**src/rtl/fetch_queue.sv**
```systemverilog
// Instruction fetch queue between fetch and decode: a DEPTH-entry circular buffer
// of {instr, pc, pc+4} with a first-word-fall-through head and flush on redirect.
module fetch_queue #(
  parameter int          WIDTH     = 32,
  parameter int          DEPTH     = 4,
  parameter logic [31:0] NOP_INSTR = 32'h00000013
) (
  input  logic                     clk,
  input  logic                     rst,
  input  logic                     flush,
  input  logic                     push_valid,
  output logic                     push_ready,
  input  logic [WIDTH-1:0]         InstrF,
  input  logic [WIDTH-1:0]         PCF,
  input  logic [WIDTH-1:0]         PCPlus4F,
  input  logic                     pop_ready,
  output logic                     pop_valid,
  output logic [WIDTH-1:0]         InstrD,
  output logic [WIDTH-1:0]         PCD,
  output logic [WIDTH-1:0]         PCPlus4D,
  output logic [$clog2(DEPTH):0]   count
);

  localparam int AW = $clog2(DEPTH);
  localparam int PW = AW + 1;

  logic [WIDTH-1:0] instr_mem_r [DEPTH];
  logic [WIDTH-1:0] pc_mem_r    [DEPTH];
  logic [WIDTH-1:0] pc4_mem_r   [DEPTH];

  logic [PW-1:0] wr_ptr_r;
  logic [PW-1:0] rd_ptr_r;
  logic          empty_s;
  logic          full_s;
  logic          push_fire_s;
  logic          pop_fire_s;
  logic [AW-1:0] wr_idx_s;
  logic [AW-1:0] rd_idx_s;

  assign wr_idx_s    = wr_ptr_r[AW-1:0];
  assign rd_idx_s    = rd_ptr_r[AW-1:0];
  // The extra pointer MSB separates the full case from the empty case.
  assign empty_s     = (wr_ptr_r == rd_ptr_r);
  assign full_s      = (wr_idx_s == rd_idx_s) && (wr_ptr_r[AW] != rd_ptr_r[AW]);
  assign push_ready  = !full_s;
  assign pop_valid   = !empty_s;
  assign push_fire_s = push_valid && !full_s;
  assign pop_fire_s  = pop_ready && !empty_s;
  assign count       = wr_ptr_r - rd_ptr_r;

  // Pointer update: reset, then flush, then normal push/pop.
  always_ff @(posedge clk) begin
    if (rst) begin
      wr_ptr_r <= {PW{1'b0}};
      rd_ptr_r <= {PW{1'b0}};
    end else if (flush) begin
      rd_ptr_r <= wr_ptr_r;
    end else begin
      if (push_fire_s) begin
        wr_ptr_r <= wr_ptr_r + PW'(1);
      end
      if (pop_fire_s) begin
        rd_ptr_r <= rd_ptr_r + PW'(1);
      end
    end
  end

  // Entry storage; contents are only observed through valid pointers.
  always_ff @(posedge clk) begin
    if (!rst && !flush && push_fire_s) begin
      instr_mem_r[wr_idx_s] <= InstrF;
      pc_mem_r[wr_idx_s]    <= PCF;
      pc4_mem_r[wr_idx_s]   <= PCPlus4F;
    end
  end

  // FWFT head: show the entry at rd_ptr, else a NOP bubble.
  always_comb begin
    InstrD   = NOP_INSTR[WIDTH-1:0];
    PCD      = {WIDTH{1'b0}};
    PCPlus4D = {WIDTH{1'b0}};
    if (!empty_s) begin
      InstrD   = instr_mem_r[rd_idx_s];
      PCD      = pc_mem_r[rd_idx_s];
      PCPlus4D = pc4_mem_r[rd_idx_s];
    end else begin
      InstrD   = NOP_INSTR[WIDTH-1:0];
      PCD      = {WIDTH{1'b0}};
      PCPlus4D = {WIDTH{1'b0}};
    end
  end

endmodule

```
**config.mk**
```make
export PLATFORM = sky130hd
export DESIGN_NAME = fetch_queue
export DESIGN_NICKNAME = d
export VERILOG_FILES = /design/src/rtl/fetch_queue.sv
export SDC_FILE = /design/constraint.sdc
export NUM_CORES = 1
export LEC_CHECK = 0
export ABC_AREA = 1
export BUFFER_PORTS_ARGS = -buffer_cell sky130_fd_sc_hd__buf_4
export CAP_MARGIN = 10
export CORE_MARGIN = 4
export CORE_UTILIZATION = 32
export CTS_BUF_LIST = sky130_fd_sc_hd__clkbuf_8
export CTS_CLUSTER_DIAMETER = 40
export DETAILED_ROUTE_END_ITERATION = 16
export GPL_TIMING_DRIVEN = 0
export PLACE_DENSITY = 0.48
export SETUP_SLACK_MARGIN = 0.15
export SYNTH_ARGS = -nofsm -noshare
export SYNTH_HDL_FRONTEND = slang
export SYNTH_SLANG_ARGS = --single-unit
export TNS_END_PERCENT = 10
```
**constraint.sdc**
```tcl
create_clock -name clk -period 10.7 [get_ports clk]
set_clock_uncertainty 0.2 [all_clocks]
set_input_delay 0 -clock clk [delete_from_list [all_inputs] [get_ports clk]]
set_output_delay 0 -clock clk [all_outputs]
set_load 0.01 [all_outputs]
```
==> results by group, run 1 <==
Placement
  – GPL Wtd Cong: about 0.76
  – Hpwl dp: 26.9 mm
  – I/O Buffers: 201
  – Placed insts: 2,045

Finish
  – Share of layout cells above drive strength 1: 20.7%
  – Multi-input logic area: 0.00323 mm²
  – Fin cells: 2,378
  – P&R area growth vs syn: 39.9%
  – FF+latch area: roughly 0.012 mm²
  – Fillers: 4,443
  – Nets@finish: between 1,500 and 2,000

Synth
  – Largest family of logic cells by synthesized area: simple AND/OR/NAND/NOR gates
  – Cell variety after synth: 20
  – Compound-Gate Fraction of Synth Area: 9.67%
  – Syn nets: 1,321
  – Synth Area in Simple Gates: 10.4%
  – Synthesis Warnings: 0
  – Adder-Cell Fraction of Synth Area: 0.700%
  – Mapped Cells: 1,212
  – Syn_area_per_cell: 12.7 µm²
  – Register area share after synthesis: 76.1%
  – Synthesized area: 0.0154 mm²
  – #FFs+latches synth: 392
  – Multiplexer share of the synthesized area: 0%
  – Synth Area in XOR/XNOR: 0.0570%

Drt
  – DR iter-0 viols: 584
  – Vias per inst: 4.57
  – Via count: roughly 11,000
  – WL final: 43.5 mm
  – Residual DRC: 0
  – ANT nets after route: 0
  – WL per Instance: 18.3 µm
  – Drt pass-1 iters: 5

Pwr
  – Register share of total power: 45.9%
  – Maximum vdd drop: 0.129 mV
  – Logic pwr share: about 17%
  – Clock power frac: 37.3%
  – Switching share of power: 26.4%
  – Leakage Power: 7.90 nW
  – Pint: 2.74 mW
  – Net Sw Power: 0.985 mW
  – Power Density: 173 mW/mm²

GRT
  – GRT Resource Usage Total: 16.6%
  – Antenna violations before repair: 3
  – Largest net degree at the start of global routing: 29
  – Global-route wire length before repair: 64.5 mm
  – Grt ovf: 0
  – Number of global-route vias before repair: 11,100

Floorplan
  – Starting Density: 32.3%
  – Site Rows: 80
  – Core Area: around 0.048 mm²
  – Die Ht: 227 µm
  – I/O Pins: ~200
  – DIE WIDTH: 227 µm
  – Die area: 0.0516 mm²

Clock tree
  – Worst-path clk slew: 0.06 ns
  – CTS Buf Count: 73
  – Latest clock arrival within the worst-skew pair: 0.64 ns
  – CTS root buf: clkbuf_8
  – Clk sinks: around 390
  – CTS tree: done
  – CTS Buffer Depth: 3
  – CTS resizes: 0
  – Setup bufs post-CTS: 0
  – H-Tree Depth: 3

Worst setup path
  – Startpoint types: flip-flop
  – CP Max Fanout: 27
  – Critical Path AT: 3.50 ns
  – Worst setup EP type: flip-flop
  – CP required: 10.82 ns
  – Crit path kind: flip-flop to flip-flop

Run
  – # Max-Cap Violations: 0

Timing
  – Max-Slew Margin vs Limit: a little over half
  – Crit share post-route: approximately a third
  – Final setup vio count: 0
  – Final Hold Fails: 0
  – Fmax: 296 MHz
  – Worst Hold Slack: 0.0796 ns
  – Slew @ Worst Pin: 0.686 ns
  – Period minus WS final: 3.38 ns
  – Setup TNS Final: 0 ns
  – RSZ-0062 raised after global routing: no
  – Fin. max-slew vios: 0

Min path
  – HP Class: input pin to flip-flop

Status
  – Status: completed
registers in the layout, summed over array words and instances, names as in the netlist, named ones only:
register and cells:
instr_mem_r 128, pc_mem_r 128, rd_ptr_r 3, wr_ptr_r 3, pc4_mem_r 128
area by class of cell:
| class | count | share of cell area (%) |
|---|---|---|
| Clock buffer | 75 | 4.80 |
| Inverter | 19 | 0.332 |
| Multi-Input combinational cell | 728 | 15.0 |
| Sequential cell | 392 | 54.4 |
| Buffer | 73 | 1.88 |
| Clock inverter | 54 | 1.69 |
| Tap cell | 615 | 3.58 |
| Timing Repair Buffer | 420 | 18.3 |
| Antenna cell | 2 | 0.0233 |
worst paths after layout:
kind | from | to | slack [ns] | cells after the start
max | wr_ptr_r[0] | pc_mem_r[3][7] | 7.32 | 10
min | flush | rd_ptr_r[0] | 0.08 | 4
max reg2reg | wr_ptr_r[0] | pc_mem_r[3][7] | 7.32 | 10
min reg2reg | wr_ptr_r[2] | wr_ptr_r[2] | 0.30 | 2
per-layer routing:
layer	vias to the layer above	share of wire, %	GRT usage [%]
li1	5308	-	-
met4	2	2.4	6.11
met1	5234	44	21.7
met3	65	5.2	3.60
met5	-	0.016	0
met2	264	49	27.3
metrics by stage:
stage          power [mW]  area (µm²)  utilization (%)  setup slack [ns]
6_report             3.73       21500             45.1              7.32
3_5_place_dp         2.32       18100             37.9              7.30
2_1_floorplan        2.02       15400                -              4.71
3_3_place_gp         2.32       17600             37.0             0.595
4_1_cts              3.79       21500             45.1              7.29
5_1_grt              3.91       21500             45.1              7.08
synthesized netlist by cell type:
cell / instances / area share (%)
fa_1: 1 / 0.13
nand4_1: 1 / 0.041
xor2_1: 1 / 0.057
ha_1: 7 / 0.57
dfxtp_1: 8 / 1.0
o21ai_0: 163 / 5.3
nand2_1: 32 / 0.78
inv_2: 3 / 0.073
buf_2: 20 / 0.65
buf_1: 6 / 0.15
clkbuf_1: 20 / 0.49
buf_4: 26 / 1.3
edfxtp_1: 384 / 75
nand3_2: 1 / 0.065
inv_1: 16 / 0.39
a21oi_1: 106 / 3.5
nand3_1: 5 / 0.16
o21ai_1: 28 / 0.91
buf_6: 1 / 0.073
nor2_1: 383 / 9.4
critical path: stages, from the launching register on:
cell     delay [ns]
dfxtp_1        0.41
inv_1          0.13
ha_1           0.33
nand2_1        0.08
inv_1          0.05
nand2_1        0.17
nand3_1        0.34
nor2_4         0.65
buf_16         0.24
buf_16         0.18
buf_12         0.22
kinds of logic after synthesis:
logic type	Yosys count
simple gates	422
flops	392
compound gates	297
buf+inv	92
fa+ha+maj	8
xor+xnor	1
timing repair:
action                                  CTS  global route
endpoints found under the setup margin    0             0
hold buffers                            202             0
hold endpoints to repair                393             0
placed cells by master (no fill, tap or decap), drive strengths merged, types with 2 or more instances in the layout:
cell | netlist | routed
a21oi | 106 | 106
buf | 53 | 271
bufinv | 0 | 5
clkbuf | 20 | 95
clkinv | 0 | 22
clkinvlp | 0 | 5
dfxtp | 8 | 8
diode | 0 | 2
dlygate4sd3 | 0 | 202
edfxtp | 384 | 384
ha | 7 | 7
inv | 19 | 41
nand2 | 32 | 32
nand3 | 6 | 6
nor2 | 383 | 383
o21ai | 191 | 191
power groups by stage:
stage | Combinational (mW) | Clock, mW | Sequential (mW)
after floorplan | 0.275 | 0 | 1.75
after global placement | 0.569 | 0 | 1.75
after detailed placement | 0.577 | 0 | 1.74
after CTS | 0.638 | 1.44 | 1.71
after global routing | 0.686 | 1.51 | 1.71
final | 0.626 | 1.39 | 1.71
Note: power is estimated with default switching activity, not from simulation.
==> run 2, diff against run 1 <==
Settings changed: PLACE_DENSITY 0.48 to 0.5.
Clock period 10.7 ns to 3.01 ns, I/O delays scaled along.
==> results by group, run 2 (synthesis results as in run 1) <==
Floorplan
  – Site Rows: 80 (unchanged)
  – I/O Pins: 202 (unchanged)
  – DIE WIDTH: 227 µm (unchanged)
  – Die Ht: 227 µm (unchanged)
  – Core Area: 0.0476 mm² (unchanged)
  – Die area: 0.0516 mm² (unchanged)
  – Starting Density: 32.3% (unchanged)

Timing
  – Fin. max-slew vios: 0 (unchanged)
  – RSZ-0062 raised after global routing: yes (was no)
  – Worst Hold Slack: 0.173 ns (was 0.0796 ns)
  – Final setup vio count: 0 (unchanged)
  – Slew @ Worst Pin: 0.829 ns (was 0.686 ns)
  – Fmax: 364 MHz
  – Crit share post-route: between 90% and 100%
  – Max-Slew Margin vs Limit: 44.6% (was 54.2%)
  – Period minus WS final: 2.75 ns
  – Final Hold Fails: 0 (unchanged)

Finish
  – Most common cell after layout, fill and taps aside: edfxtp_1 (unchanged)
  – Fin area: 0.0215 mm² (about the same)
  – Share of layout cells above drive strength 1: 21.4% (was 20.7%)
  – Largest regs: instr_mem_r (128), pc4_mem_r (128), pc_mem_r (128) (unchanged)
  – P&R area growth vs syn: 39.7% (was 39.9%)
  – Nets@finish: 1,814 (was 1,816)
  – Commonest cells after routing, fill and taps aside: edfxtp_1, nor2_1, buf_4 (unchanged)
  – Fillers: 4,374 (was 4,443)

Drt
  – Vias per inst: 4.59 (was 4.57)
  – Via count: 10,900 (about the same)
  – Met1 wire length: 19.2 mm (was 19.1 mm)
  – WL per Instance: 17.9 µm (was 18.3 µm)
  – WL final: 42.5 mm (was 43.5 mm)
  – Met2 routed wirelength: 20.5 mm (was 21.1 mm)
  – Residual DRC: 0 (unchanged)
  – DR iter-0 viols: 653 (was 584)
  – Highest metal used: met5 (unchanged)
  – Drt pass-1 iters: 5 (unchanged)
  – ANT nets after route: 0 (unchanged)
  – Metal3 WL: 2.20 mm (was 2.25 mm)

Worst setup path
  – Worst setup EP type: flip-flop (unchanged)
  – Critical Path AT: 2.86 ns (was 3.50 ns)
  – FF-to-FF setup slack: 0.29 ns (was 7.32 ns)
  – CP Max Fanout: 24 (was 27)
  – Reg-to-reg startpoint: wr_ptr_r[0] (unchanged)
  – Startpoint types: input pin (was flip-flop)
  – Worst Setup SP: flush (was wr_ptr_r[0])
  – CP required: 3.12 ns (was 10.82 ns)
  – Crit path kind: input pin to flip-flop (was flip-flop to flip-flop)

Pwr
  – Maximum vdd drop: 0.321 mV (was 0.129 mV)
  – Leakage Power: 7.91 nW (was 7.90 nW)
  – Tot Pwr: 13.0 mW (was 3.73 mW)
  – Power Density: 607 mW/mm² (was 173 mW/mm²)

Clock tree
  – CTS Buffer Depth: 3 (unchanged)
  – CTS Buf Count: 72 (was 73)
  – Worst-path clk slew: 0.05 ns (was 0.06 ns)
  – CTS root buf: clkbuf_8 (unchanged)
  – Clk sinks: 392 (unchanged)
  – CTS tree: done (unchanged)
  – H-Tree Depth: 3 (unchanged)
  – Latest clock arrival within the worst-skew pair: 0.63 ns (was 0.64 ns)

GRT
  – Antenna violations before repair: 2 (was 3)
  – Grt ovf: 0 (unchanged)
  – Largest net degree at the start of global routing: 26 (was 29)
  – GRT Resource Usage Total: 16.2% (was 16.6%)
  – Number of global-route vias before repair: 11,000 (was 11,100)
  – Global-route wire length before repair: 63.2 mm (was 64.5 mm)

Status
  – Status: completed (unchanged)

Placement
  – Hpwl dp: 26.6 mm (was 26.9 mm)
  – I/O Buffers: 201 (unchanged)
  – GPL Wtd Cong: 0.734 (was 0.757)
  – Placed cell area: 0.0181 mm² (about the same)

Min path
  – HP Class: input pin to flip-flop (unchanged)
  – Hold wc startpoint: pop_ready (was flush)

Run
  – # Max-Cap Violations: 0 (unchanged)
==> run 2: final cells by class <==
| class | instances | area [µm²] | area share [%] |
|---|---|---|---|
| Tap cell | 615 | 769 | 3.58 |
| Clock inverter | 53 | 282 | 1.31 |
| Buffer | 73 | 408 | 1.90 |
| Antenna cell | 1 | 2.50 | 0.0117 |
| Timing Repair Buffer | 419 | 3890 | 18.1 |
| Clock buffer | 78 | 1070 | 5.00 |
| Multi-Input combinational cell | 728 | 3290 | 15.3 |
| Sequential cell | 392 | 11700 | 54.5 |
| Inverter | 19 | 71.3 | 0.332 |
==> run 2: power breakdown <==
| part | switching [mW] | internal (mW) |
|---|---|---|
| clock | 2.14 | 2.56 |
| combinational | 1.29 | 0.956 |
| sequential | 0.0213 | 6.07 |
| total | 3.45 | 9.58 |
==> run 2: layer usage <==
metal / GRT usage (%) / vias to the layer above
li1: - / 5308
met1: 21.7 / 5276
met2: 26.7 / 274
met3: 3.33 / 50
met4: 5.08 / 2
met5: 0 / -
==> run 2: critical path: stages <==
cell and delay (ns):
dlygate4sd3_1 0.54, buf_4 0.16, nor2_1 0.10, dlygate4sd3_1 0.69
nand3_4 0.17, nor2_4 0.66, buf_12 0.29, buf_16 0.19
==> run 2: metrics by stage <==
| stage | instances | setup TNS [ns] | setup slack [ns] | utilization, % |
|---|---|---|---|---|
| floorplan | 1212 | -5.68 | -0.0316 | - |
| global placement | 2028 | -528.19 | -1.47 | 37.2 |
| detailed placement | 2044 | 0 | 0.161 | 38.0 |
| CTS | 2376 | 0 | 0.137 | 45.0 |
| global route | 2378 | 0 | 0.0949 | 45.1 |
| finish | 2378 | 0 | 0.264 | 45.1 |
==> run 2: timing repair <==
action                                  4_1_cts  5_1_grt
buffers inserted                              0        1
endpoints found under the setup margin       76      100
pin swaps                                     0        1
hold buffers                                201        0
gates cloned                                  0        0
endpoints found under the hold margin       467        0
gates resized for setup                       2        0
==> run 2: path summary, 6_finish.rpt <==
check	end	depth (start not counted)
setup reg to reg	pc_mem_r[1][11]	9
hold reg to reg	wr_ptr_r[2]	2
hold / removal	rd_ptr_r[1]	6
setup / recovery	pc_mem_r[1][11]	8
